<file path="src/rtl/eth_sw_pkg.sv">
`default_nettype none
// ============================================================================
//  Module      : eth_sw_pkg
//  Description : Shared constants, state encoding and helpers for the switch
//                egress transmit scheduler.
//  Revision    : 1.0 - initial release
// ============================================================================
package eth_sw_pkg;

  // GMII framing bytes
  localparam logic [7:0] PREAMBLE_BYTE = 8'h55;
  localparam logic [7:0] SFD_BYTE      = 8'hD5;
  localparam int         PRE_LEN       = 8;

  // Legal Ethernet frame length window, DA through FCS
  localparam int ETH_MIN_LEN = 64;
  localparam int ETH_MAX_LEN = 1518;

  // Width of the frame length field carried by each ingress
  localparam int LEN_W = 11;

  // Scheduler states, explicitly encoded
  typedef enum logic [2:0] {
    ST_IDLE  = 3'd0,
    ST_PRE   = 3'd1,
    ST_SEND  = 3'd2,
    ST_FLUSH = 3'd3,
    ST_IFG   = 3'd4
  } sched_state_e;

  // Bits needed to index n items; never less than one bit
  function automatic int idx_width(input int n);
    return (n > 1) ? $clog2(n) : 1;
  endfunction

endpackage
`default_nettype wire

</file>
<file path="src/rtl/rr_arbiter.sv">
`default_nettype none
// ============================================================================
//  Module      : rr_arbiter
//  Description : Round-robin picker. Combinationally selects the first
//                requester at or above the priority pointer (with wrap) and
//                moves the pointer just past the winner on an advance strobe.
//  Revision    : 1.0 - initial release
//
//  Ports
//    i_clk        : clock, rising edge
//    i_rst_n      : synchronous active-low reset (pointer returns to 0)
//    i_req        : request vector
//    i_advance    : commit the current pick and rotate the pointer
//    o_grant      : one-hot pick (all zero when nothing requests)
//    o_grant_idx  : binary index of the pick
//    o_valid      : at least one requester present
// ============================================================================
module rr_arbiter
  import eth_sw_pkg::*;
#(
  parameter int N     = 4,
  parameter int IDX_W = idx_width(N)
) (
  input  logic             i_clk,
  input  logic             i_rst_n,
  input  logic [N-1:0]     i_req,
  input  logic             i_advance,
  output logic [N-1:0]     o_grant,
  output logic [IDX_W-1:0] o_grant_idx,
  output logic             o_valid
);

  // One extra bit so ptr + offset never overflows before the wrap
  localparam int              CW     = IDX_W + 1;
  localparam logic [CW-1:0]   N_C    = CW'(N);
  localparam logic [IDX_W-1:0] LAST_C = IDX_W'(N - 1);

  logic [IDX_W-1:0] ptr_q;
  logic [IDX_W-1:0] ptr_d;
  logic [IDX_W-1:0] pick_idx;
  logic             pick_found;
  logic [CW-1:0]    cand;

  // Walk offsets from highest to lowest so the smallest offset from the
  // pointer is the last (and therefore winning) assignment.
  always_comb begin
    pick_idx   = '0;
    pick_found = 1'b0;
    cand       = '0;
    for (int i = N - 1; i >= 0; i--) begin
      cand = {1'b0, ptr_q} + CW'(i);
      if (cand >= N_C) begin
        cand = cand - N_C;
      end
      if (i_req[cand[IDX_W-1:0]]) begin
        pick_idx   = cand[IDX_W-1:0];
        pick_found = 1'b1;
      end
    end
  end

  always_comb begin
    o_grant = '0;
    if (pick_found) begin
      o_grant[pick_idx] = 1'b1;
    end
  end

  assign o_grant_idx = pick_idx;
  assign o_valid     = pick_found;

  // Pointer moves only on a committed grant, so a gated requester keeps
  // its place in the rotation.
  always_comb begin
    ptr_d = ptr_q;
    if (i_advance && pick_found) begin
      ptr_d = (pick_idx == LAST_C) ? '0 : pick_idx + IDX_W'(1);
    end
  end

  always_ff @(posedge i_clk) begin
    if (!i_rst_n) begin
      ptr_q <= '0;
    end else begin
      ptr_q <= ptr_d;
    end
  end

endmodule
`default_nettype wire

</file>
<file path="src/rtl/switch_tx_scheduler.sv">
`default_nettype none
// ============================================================================
//  Module      : switch_tx_scheduler
//  Description : Per-egress-port frame scheduler. Round-robin selects one of
//                N ingress frame buffers, streams preamble + SFD + frame on a
//                GMII-style byte interface, inserts the inter-frame gap and
//                silently drains frames whose length is out of range.
//  Revision    : 1.0 - initial release
//
//  Ports
//    i_clk      : clock, rising edge
//    i_rst_n    : synchronous active-low reset
//    i_tx_en    : allows a new arbitration (a running frame always completes)
//    i_req      : per-ingress "complete frame available"
//    i_len      : per-ingress frame length, 11 bits each
//    i_rd_data  : per-ingress read byte, valid one cycle after o_rd_en
//    o_grant    : one-hot current owner, zero when no owner
//    o_rd_en    : read strobe to the owner
//    o_done     : one-cycle pulse when the owner's frame is sent or flushed
//    o_drop     : one-cycle pulse alongside o_done for a flushed frame
//    o_tx_dv    : transmit data valid
//    o_tx_d     : transmit byte (zero when o_tx_dv is low)
//    o_busy     : high whenever the scheduler is not idle
// ============================================================================
module switch_tx_scheduler
  import eth_sw_pkg::*;
#(
  parameter int N_PORTS    = 4,
  parameter int IFG_CYCLES = 12,
  parameter int MIN_LEN    = ETH_MIN_LEN,
  parameter int MAX_LEN    = ETH_MAX_LEN
) (
  input  logic                     i_clk,
  input  logic                     i_rst_n,
  input  logic                     i_tx_en,
  input  logic [N_PORTS-1:0]       i_req,
  input  logic [N_PORTS*11-1:0]    i_len,
  input  logic [N_PORTS*8-1:0]     i_rd_data,
  output logic [N_PORTS-1:0]       o_grant,
  output logic [N_PORTS-1:0]       o_rd_en,
  output logic [N_PORTS-1:0]       o_done,
  output logic                     o_drop,
  output logic                     o_tx_dv,
  output logic [7:0]               o_tx_d,
  output logic                     o_busy
);

  localparam int                IDX_W    = idx_width(N_PORTS);
  localparam int                IFG_W    = idx_width(IFG_CYCLES + 1);
  localparam logic [LEN_W-1:0]  MIN_L    = LEN_W'(MIN_LEN);
  localparam logic [LEN_W-1:0]  MAX_L    = LEN_W'(MAX_LEN);
  localparam logic [IFG_W-1:0]  IFG_LAST = IFG_W'((IFG_CYCLES > 0) ? IFG_CYCLES - 1 : 0);
  localparam logic [2:0]        PRE_LAST = 3'(PRE_LEN - 1);

  // Registered state
  sched_state_e       state_q, state_d;
  logic [N_PORTS-1:0] grant_q, grant_d;
  logic [IDX_W-1:0]   win_q,   win_d;
  logic [LEN_W-1:0]   len_q,   len_d;   // remaining bytes of the frame
  logic [2:0]         pre_q,   pre_d;   // preamble byte index
  logic [IFG_W-1:0]   ifg_q,   ifg_d;   // remaining gap cycles

  // Combinational controls
  logic [N_PORTS-1:0] arb_grant;
  logic [IDX_W-1:0]   arb_idx;
  logic               arb_valid;
  logic               arb_take;
  logic [LEN_W-1:0]   sel_len;
  logic               len_ok;
  logic [7:0]         rd_byte;
  logic [LEN_W-1:0]   len_dec;
  logic               tx_dv;
  logic [7:0]         tx_byte;
  logic               rd;
  logic               done;
  logic               drop;

  assign arb_take = (state_q == ST_IDLE) && i_tx_en && arb_valid;

  rr_arbiter #(
    .N     (N_PORTS),
    .IDX_W (IDX_W)
  ) u_arb (
    .i_clk       (i_clk),
    .i_rst_n     (i_rst_n),
    .i_req       (i_req),
    .i_advance   (arb_take),
    .o_grant     (arb_grant),
    .o_grant_idx (arb_idx),
    .o_valid     (arb_valid)
  );

  // Length of the candidate winner, examined before the grant is latched
  always_comb begin
    sel_len = '0;
    for (int p = 0; p < N_PORTS; p++) begin
      if (arb_idx == IDX_W'(p)) begin
        sel_len = i_len[p*LEN_W +: LEN_W];
      end
    end
  end

  assign len_ok = (sel_len >= MIN_L) && (sel_len <= MAX_L);

  // Read data of the latched winner
  always_comb begin
    rd_byte = '0;
    for (int p = 0; p < N_PORTS; p++) begin
      if (win_q == IDX_W'(p)) begin
        rd_byte = i_rd_data[p*8 +: 8];
      end
    end
  end

  // Saturating decrement keeps the counter from wrapping if a zero length
  // ever reaches a counting state.
  assign len_dec = (len_q != '0) ? len_q - LEN_W'(1) : '0;

  always_comb begin
    state_d = state_q;
    grant_d = grant_q;
    win_d   = win_q;
    len_d   = len_q;
    pre_d   = pre_q;
    ifg_d   = ifg_q;
    tx_dv   = 1'b0;
    tx_byte = 8'h00;
    rd      = 1'b0;
    done    = 1'b0;
    drop    = 1'b0;

    case (state_q)
      ST_IDLE: begin
        if (arb_take) begin
          grant_d = arb_grant;
          win_d   = arb_idx;
          len_d   = sel_len;
          pre_d   = '0;
          state_d = len_ok ? ST_PRE : ST_FLUSH;
        end
      end

      ST_PRE: begin
        tx_dv = 1'b1;
        if (pre_q == PRE_LAST) begin
          // First read is issued under the SFD so byte 0 lands on the
          // first SEND cycle.
          tx_byte = SFD_BYTE;
          rd      = 1'b1;
          state_d = ST_SEND;
        end else begin
          tx_byte = PREAMBLE_BYTE;
          pre_d   = pre_q + 3'd1;
        end
      end

      ST_SEND: begin
        tx_dv   = 1'b1;
        tx_byte = rd_byte;
        len_d   = len_dec;
        if (len_q <= LEN_W'(1)) begin
          done    = 1'b1;
          grant_d = '0;
          ifg_d   = IFG_LAST;
          state_d = (IFG_CYCLES > 0) ? ST_IFG : ST_IDLE;
        end else begin
          // One read was already issued in PRE, so stop one byte early.
          rd = 1'b1;
        end
      end

      ST_FLUSH: begin
        rd    = (len_q != '0);
        len_d = len_dec;
        if (len_q <= LEN_W'(1)) begin
          done    = 1'b1;
          drop    = 1'b1;
          grant_d = '0;
          state_d = ST_IDLE;
        end
      end

      ST_IFG: begin
        if (ifg_q == '0) begin
          state_d = ST_IDLE;
        end else begin
          ifg_d = ifg_q - IFG_W'(1);
        end
      end

      default: begin
        state_d = ST_IDLE;
        grant_d = '0;
      end
    endcase
  end

  always_ff @(posedge i_clk) begin
    if (!i_rst_n) begin
      state_q <= ST_IDLE;
      grant_q <= '0;
      win_q   <= '0;
      len_q   <= '0;
      pre_q   <= '0;
      ifg_q   <= '0;
    end else begin
      state_q <= state_d;
      grant_q <= grant_d;
      win_q   <= win_d;
      len_q   <= len_d;
      pre_q   <= pre_d;
      ifg_q   <= ifg_d;
    end
  end

  // grant_q is zero outside PRE/SEND/FLUSH, so the per-port strobes are
  // automatically quiet in IDLE and IFG.
  assign o_grant = grant_q;
  assign o_rd_en = grant_q & {N_PORTS{rd}};
  assign o_done  = grant_q & {N_PORTS{done}};
  assign o_drop  = drop;
  assign o_tx_dv = tx_dv;
  assign o_tx_d  = tx_byte;
  assign o_busy  = (state_q != ST_IDLE);

endmodule
`default_nettype wire

</file>
<file path="config.mk">
export PLATFORM = sky130hd
export DESIGN_NAME = switch_tx_scheduler
export DESIGN_NICKNAME = d
export VERILOG_FILES = /design/src/rtl/eth_sw_pkg.sv /design/src/rtl/rr_arbiter.sv /design/src/rtl/switch_tx_scheduler.sv
export SDC_FILE = /design/constraint.sdc
export NUM_CORES = 1
export LEC_CHECK = 0
export ABC_CLOCK_PERIOD_IN_PS = 5800
export BUFFER_PORTS_ARGS = -buffer_cell sky130_fd_sc_hd__buf_2
export CAP_MARGIN = 10
export CORE_ASPECT_RATIO = 1.5
export CORE_UTILIZATION = 35
export DETAILED_ROUTE_END_ITERATION = 10
export PLACE_DENSITY = 0.68
export SLEW_MARGIN = 30
export SYNTH_ARGS = -nofsm -noshare
export SYNTH_HDL_FRONTEND = slang
export SYNTH_SLANG_ARGS = --single-unit
</file>
<file path="constraint.sdc">
create_clock -name i_clk -period 5.8 [get_ports i_clk]
set_input_delay 0.29 -clock i_clk [delete_from_list [all_inputs] [get_ports i_clk]]
set_output_delay 0.29 -clock i_clk [all_outputs]
set_load 0.01 [all_outputs]
</file>
## After elaboration in Yosys (flattened, before gate mapping)

Cells that the tools add are included.

| word-level totals | value |
|---|---|
| register bits after elaboration | 29 |
| input bits | 83 |
| output and inout bits | 23 |

| cells by class | value |
|---|---|
| add/sub/neg operators | 11 |
| order comparisons | 13 |
| equality and inequality tests | 19 |
| muxes and demuxes | 60 |
| bitwise operators | 3 |
| reductions and logical operators | 23 |

Operators with widths:

| operator | count |
|---|---|
| $mux W11 | 6 |
| $mux W8 | 5 |
| $pmux W11 S2 | 1 |
| $mux W3 | 7 |
| $mux W2 | 10 |
| $mux W4 | 5 |
| $pmux W8 S2 | 1 |
| $lt A2 B3 Y1 const B | 5 |
| $mux W1 | 15 |
| $pmux W3 S5 | 1 |
| $ne A2 B2 Y1 const B | 6 |
| $pmux W4 S3 | 1 |
| $ge A11 B7 Y1 const B | 1 |
| $le A11 B1 Y1 const B | 1 |
| $le A11 B11 Y1 const B | 1 |
| $reduce_bool A11 Y1 | 1 |
| $sub A11 B1 Y11 const B | 1 |
| $ge A3 B3 Y1 const B | 3 |
| $reduce_and A3 Y1 | 3 |
| $and A4 B4 Y4 | 2 |
| $bmux W1 S2 | 4 |
| $eq A2 B2 Y1 const B | 4 |
| $pmux W4 S2 | 1 |
| $sub A2 B1 Y2 const B | 4 |
| 25 further kinds | 40 |

## Logic depth before layout (Yosys ltp)

| depth | value |
|---|---|
| depth after elaboration | 19 |
| mapped depth | 13 |
| gate-level depth less buffers | 12 |

## Hierarchy

From an unflattened synthesis, not the netlist that was laid out.

| unflattened totals | value |
|---|---|
| cell total of the unflattened synthesis | 279 |
| area total of the unflattened synthesis | 2427.3 um2 |

By module, submodules not included:

| module | times used | cells each | area each (um2) | sequential area each (um2) |
|---|---|---|---|---|
| switch_tx_scheduler | 1 | 251 | 2177.1 | 540.5 |
| rr_arbiter | 1 | 28 | 250.2 | 40.0 |

## Worst setup path after synthesis

Ideal clock, no wire load.

| path | value |
|---|---|
| path kind | reg-to-reg |
| start | reg u_arb.ptr_q[1] |
| end | reg state_q[1] |
| arrival time | 2.674 ns |
| required time | 5.741 ns |
| setup slack | 3.067 ns |
| cell stages (with the launch flop) | 13 |
| buffers on the path | 1 |
| clock period less this slack | 2.733 ns |
| cell sequence | dfxtp_1 > mux2i_1 > nor2_1 > a311oi_1 > inv_1 > ha_1 > or2_1 > clkbuf_1 > a221oi_1 > nor2_1 > o41ai_1 > o311ai_1 > nand2_1 |

| between the ends | value |
|---|---|
| longest elaborated chain between the ends | 19 |
| elaborated cells on any way between the ends | 48 |
| those cells by class | 7 x add/sub; 6 x order compare; 4 x eq/ne; 27 x mux; 4 x reduce/logical |

Ends and longest elaborated chain:

| item | RTL line | source |
|---|---|---|
| start, declared | rr_arbiter.sv:38 | `logic [IDX_W-1:0] ptr_q;` |
| start signal, assigned | rr_arbiter.sv:85 | `ptr_q <= ptr_d;` |
| $add A2 B2 Y3 | rr_arbiter.sv:51 | `cand = {1'b0, ptr_q} + CW'(i);` |
| $ge A3 B3 Y1 / $sub A2 B1 Y2 (equally long branches) | rr_arbiter.sv:52, rr_arbiter.sv:53 |  |
| $mux W2 | rr_arbiter.sv:52 | `if (cand >= N_C) begin` |
| $bmux W1 S2 | rr_arbiter.sv:55 | `if (i_req[cand[IDX_W-1:0]]) begin` |
| $mux W1 (implied by the code) | rr_arbiter.sv:55 |  |
| $mux W2 (3 in series) | rr_arbiter.sv:55 |  |
| $mux W2 * | rr_arbiter.sv:55 |  |
| named net arb_idx[0] | switch_tx_scheduler.sv:65 | `logic [IDX_W-1:0] arb_idx;` |
| $logic_not A2 Y1 | switch_tx_scheduler.sv:97 | `if (arb_idx == IDX_W'(p)) begin` |
| $mux W11 (3 in series) | switch_tx_scheduler.sv:97 |  |
| $mux W11 * | switch_tx_scheduler.sv:97 |  |
| $ge A11 B7 Y1 / $le A11 B11 Y1 (equally long branches) | switch_tx_scheduler.sv:103 | `assign len_ok = (sel_len >= MIN_L) && (sel_len <= MAX_L);` |
| $logic_and A1 B1 Y1 * | switch_tx_scheduler.sv:103 |  |
| $mux W2 * | switch_tx_scheduler.sv:139 | `state_d = len_ok ? ST_PRE : ST_FLUSH;` |
| $mux W3 * | switch_tx_scheduler.sv:134 | `if (arb_take) begin` |
| $pmux W3 S5 * | switch_tx_scheduler.sv:132 | `case (state_q)` |
| end signal, assigned | switch_tx_scheduler.sv:207 | `state_q <= state_d;` |
| end, declared | switch_tx_scheduler.sv:56 | `sched_state_e state_q, state_d;` |

The timed path passes the listed nets; every way through them passes the cells marked *. The select of a mux whose other input is x is not followed.
A chain may end at the register's enable or synchronous reset.

## Final worst setup path

Ends and elaborated chain as after synthesis.

==> impl_results.md <==
* Status: completed
* Area of the core at roughly 6800 sq um
* Overall die area at around 7300 sq um
* Number of inserted diodes at 0
* Via-to-Cell Ratio at 5.735
* CTS tree: built
* Worst max-slew margin expressed relative to the limit at 50.68%
* Leading area contributor after synthesis: dfxtp_1
* Global-route total usage across every layer at about a fifth
* 1st-pass router iterations at 5
* Global-route wire length before repair at 12.44 mm
* Net switching fraction of the power at 48.25%
* Max cap viols at 0
* Total clock buffers created by CTS at 5
* WL per Instance at ~15 um
* Primary FF master, synth: dfxtp_1
* Final clock period utilization by the worst path at 59.05%
* Worst flop-to-flop path endpoint: state_q[1]$_SDFFE_PN0P_
* Vertical extent of the die at 104.4 um
* Final wirelength at 7.529 mm
* Register cell area after layout at 580.6 sq um
* Power share of the clock group at roughly 15%
* Final RePlAce weighted congestion at 0.9001
* Slack of the worst reg-to-reg path at 2.38 ns
* Post-layout net count at 504
* Count of unresolved DRC violations after routing at 0
* Input/output buffers at 105
* Part of the total power dissipated in combinational logic at 60.2%
* Count of distinct cell types in the synthesized netlist at 62
* Maximum number of pins on one net before global-route repair at 22
* Sequential cell area fraction in the yosys report at 23.71%
* Maximum number of buffers from clock root to sink at 2
* Number of setup violations in the final report at 0
* Total power at 1442 uW
* Setup TNS at 0 ns
* Count of fill cells added during filler insertion at 660
* Count of pins on the block boundary at 106
* Maximum VDD drop at ~160 uV
* Detailed placement HPWL at 6.010 mm
* Area growth, synth to finish at 26.93%
* Dominant cell by count in the synthesized netlist: nor2_1
* Insertion delay of the later-clocked pin in the worst-skew pair at around 0.29 ns
* Net count after synthesis at 409
* Post-route antenna net violation count at 0
* Static power due to leakage at between 0.001 and 0.0015 uW
* Root buffer cell: clkbuf_8
* Kind of critical path: reg2reg
* Min-Delay Path Class: in2reg
* Cell Rows at 37
* Power Internal at ~750 uW
* Effective utilization at floorplan at 35.98%
* Clock net sink count at 29
* Beginning of the worst register-to-register path: u_arb.ptr_q[1]$_SDFFE_PN0P_
* Overall die width at 70.30 um
* Power dissipated by switching net loads at 695.5 uW
* Number of synthesized flops with an enable pin at 0
* Yosys synthesis warning count at 0
* Via count of the first global-routing pass at around 2.7k
* Reg clk slew, reported paths at 0.07 ns
* Number of setup buffers added after CTS at 0
* Netlist area before placement at 2449 sq um
* Leading post-synthesis cells by instance count: nor2_1, a21oi_1, dfxtp_1, nand2_1
* Footprint of the multi-input gates at around 1700 sq um
* RSZ-0062 raised after global routing: false
* Layout cell share with drive strength beyond 1 at 32.69%
* Arrival time at the worst endpoint at roughly 3.6 ns
* Maximum fanout along the worst path at 16
* PD cells at 463.8 nW/um^2
* Maximum clock rate at around 0.3 GHz
* Vias at approximately 2.8k
* Final Max Tran Viols at 0
* Hold path start: i_len[34]
* First DRT Iteration DRCs at 132
* Post-Syn Instances at 317
* Critical path startpoint category: flop
* Average cell area after synthesis at around 7.7 sq um
* Area share of the largest cell type after synthesis at 23.71%
* Final clock skew at 0.007335 ns
* Number of hold violations in the final report at 0
* Endpoint of the worst hold-timing path: len_q[1]$_SDFFE_PN0P_
* Clock H-tree levels at 2
* Transition at the pin with the smallest max-transition slack at 0.7383 ns
* Instance count along the most critical hold path at 3
* Shortest clock period the worst path allows after layout at 3.425 ns
* Cell types with the largest area share after synthesis: dfxtp_1, mux4_2, a21oi_1
* Element type at the critical path end: flop
* Sequential share of power at 24.3%
* Async set-or-reset flop fraction in the synthesized netlist at 0%
* Worst-case reg-to-reg path depth at 10
* Total of flip-flops plus latches after synthesis at 29
* Post-CTS sizing at 0
* Critical Path RT at approximately 6.0 ns
* Number of antenna violations at the first check in global routing at 0
* GR Overflow Total at 0
* Hold Buf Count CTS at 0
critical path: stages (launching register included):
cell and delay, ns:
dfxtp_1 0.43, mux2i_1 0.21, nor2_1 0.06, a311oi_1 0.60, ha_1 0.59, nor2b_1 0.30, a221o_1 0.35, a22o_1 0.21
o2111a_1 0.26, o311ai_1 0.23, nand2_1 0.07
per-layer routing:
metal | track usage [%] | wire [um] | vias to the layer above
met5 | 0 | 0 | -
met4 | 7.571 | 90 | 0
met3 | 3.004 | 243 | 11
met2 | 38.44 | 4103 | 73
met1 | 23.13 | 3091 | 1349
li1 | - | - | 1383
flip-flops by register name, indices dropped and copies added (netlist names):
signal / count
len_q: 11
ifg_q: 4
o_grant: 4
pre_q: 3
state_q: 3
u_arb.ptr_q: 2
win_q: 2
area by class of cell:
| cell class | count | area share, % |
|---|---|---|
| tap | 78 | 3.140 |
| multi-input combinational | 256 | 55.47 |
| inverter | 14 | 1.691 |
| timing repair buffer | 106 | 17.15 |
| clock buffer | 6 | 2.657 |
| sequential | 29 | 18.68 |
| clock inverter | 2 | 1.208 |
placed cells by master (no fill, tap or decap), drive strengths merged, types with 8 or more instances in the layout:
cell	n
ha	9
a221oi	9
nand3	12
and2	9
dfxtp	29
nand2	29
nor3	15
o21ai	18
nor2	38
inv	14
mux4	8
buf	106
a21oi	31
worst max-delay path by stage:
stage                                     start                      end  slack, ns
floorplan           u_arb.ptr_q[1]$_SDFFE_PN0P_  state_q[1]$_SDFFE_PN0P_       3.07
global placement    u_arb.ptr_q[1]$_SDFFE_PN0P_  state_q[1]$_SDFFE_PN0P_       2.55
detailed placement  u_arb.ptr_q[1]$_SDFFE_PN0P_  state_q[1]$_SDFFE_PN0P_       2.48
CTS                 u_arb.ptr_q[1]$_SDFFE_PN0P_  state_q[1]$_SDFFE_PN0P_       2.44
global route        u_arb.ptr_q[1]$_SDFFE_PN0P_  state_q[1]$_SDFFE_PN0P_       2.10
finish              u_arb.ptr_q[1]$_SDFFE_PN0P_  state_q[1]$_SDFFE_PN0P_       2.38
power by group through the flow:
stage	clock, uW	combinational, uW	sequential [uW]
floorplan	0	685	311
global placement	0	848	352
detailed placement	0	858	351
CTS	227	863	349
global route	236	966	360
finish	223	868	350
stage by stage:
step	area (sq um)	std cells	setup slack [ns]	hold WS (ns)	utilization (%)
2_1_floorplan	2449	317	3.067	0.4356	-
4_1_cts	3108	491	2.444	0.3482	45.67
3_5_place_dp	2988	483	2.478	0.4520	43.91
3_3_place_gp	2988	483	2.553	0.4453	43.91
6_report	3108	491	2.375	0.3620	45.67
5_1_grt	3108	491	2.100	0.3583	45.67
cells by family (layout without fill, tap and decap cells):
| kind of cell | Yosys count | count (layout) | share of synthesized area (%) |
|---|---|---|---|
| adder cells (fa/ha/maj) | 9 | 9 | 4.599 |
| flip-flops | 29 | 29 | 23.71 |
| XOR/XNOR | 1 | 1 | 0.3578 |
| buffers and inverters | 32 | 128 | 5.876 |
| multiplexers | 10 | 10 | 8.176 |
| AND/OR/NAND/NOR | 136 | 136 | 28.97 |
| AO/OA/AOI/OAI | 100 | 100 | 28.31 |
Note: power is estimated with default switching activity, not from simulation.
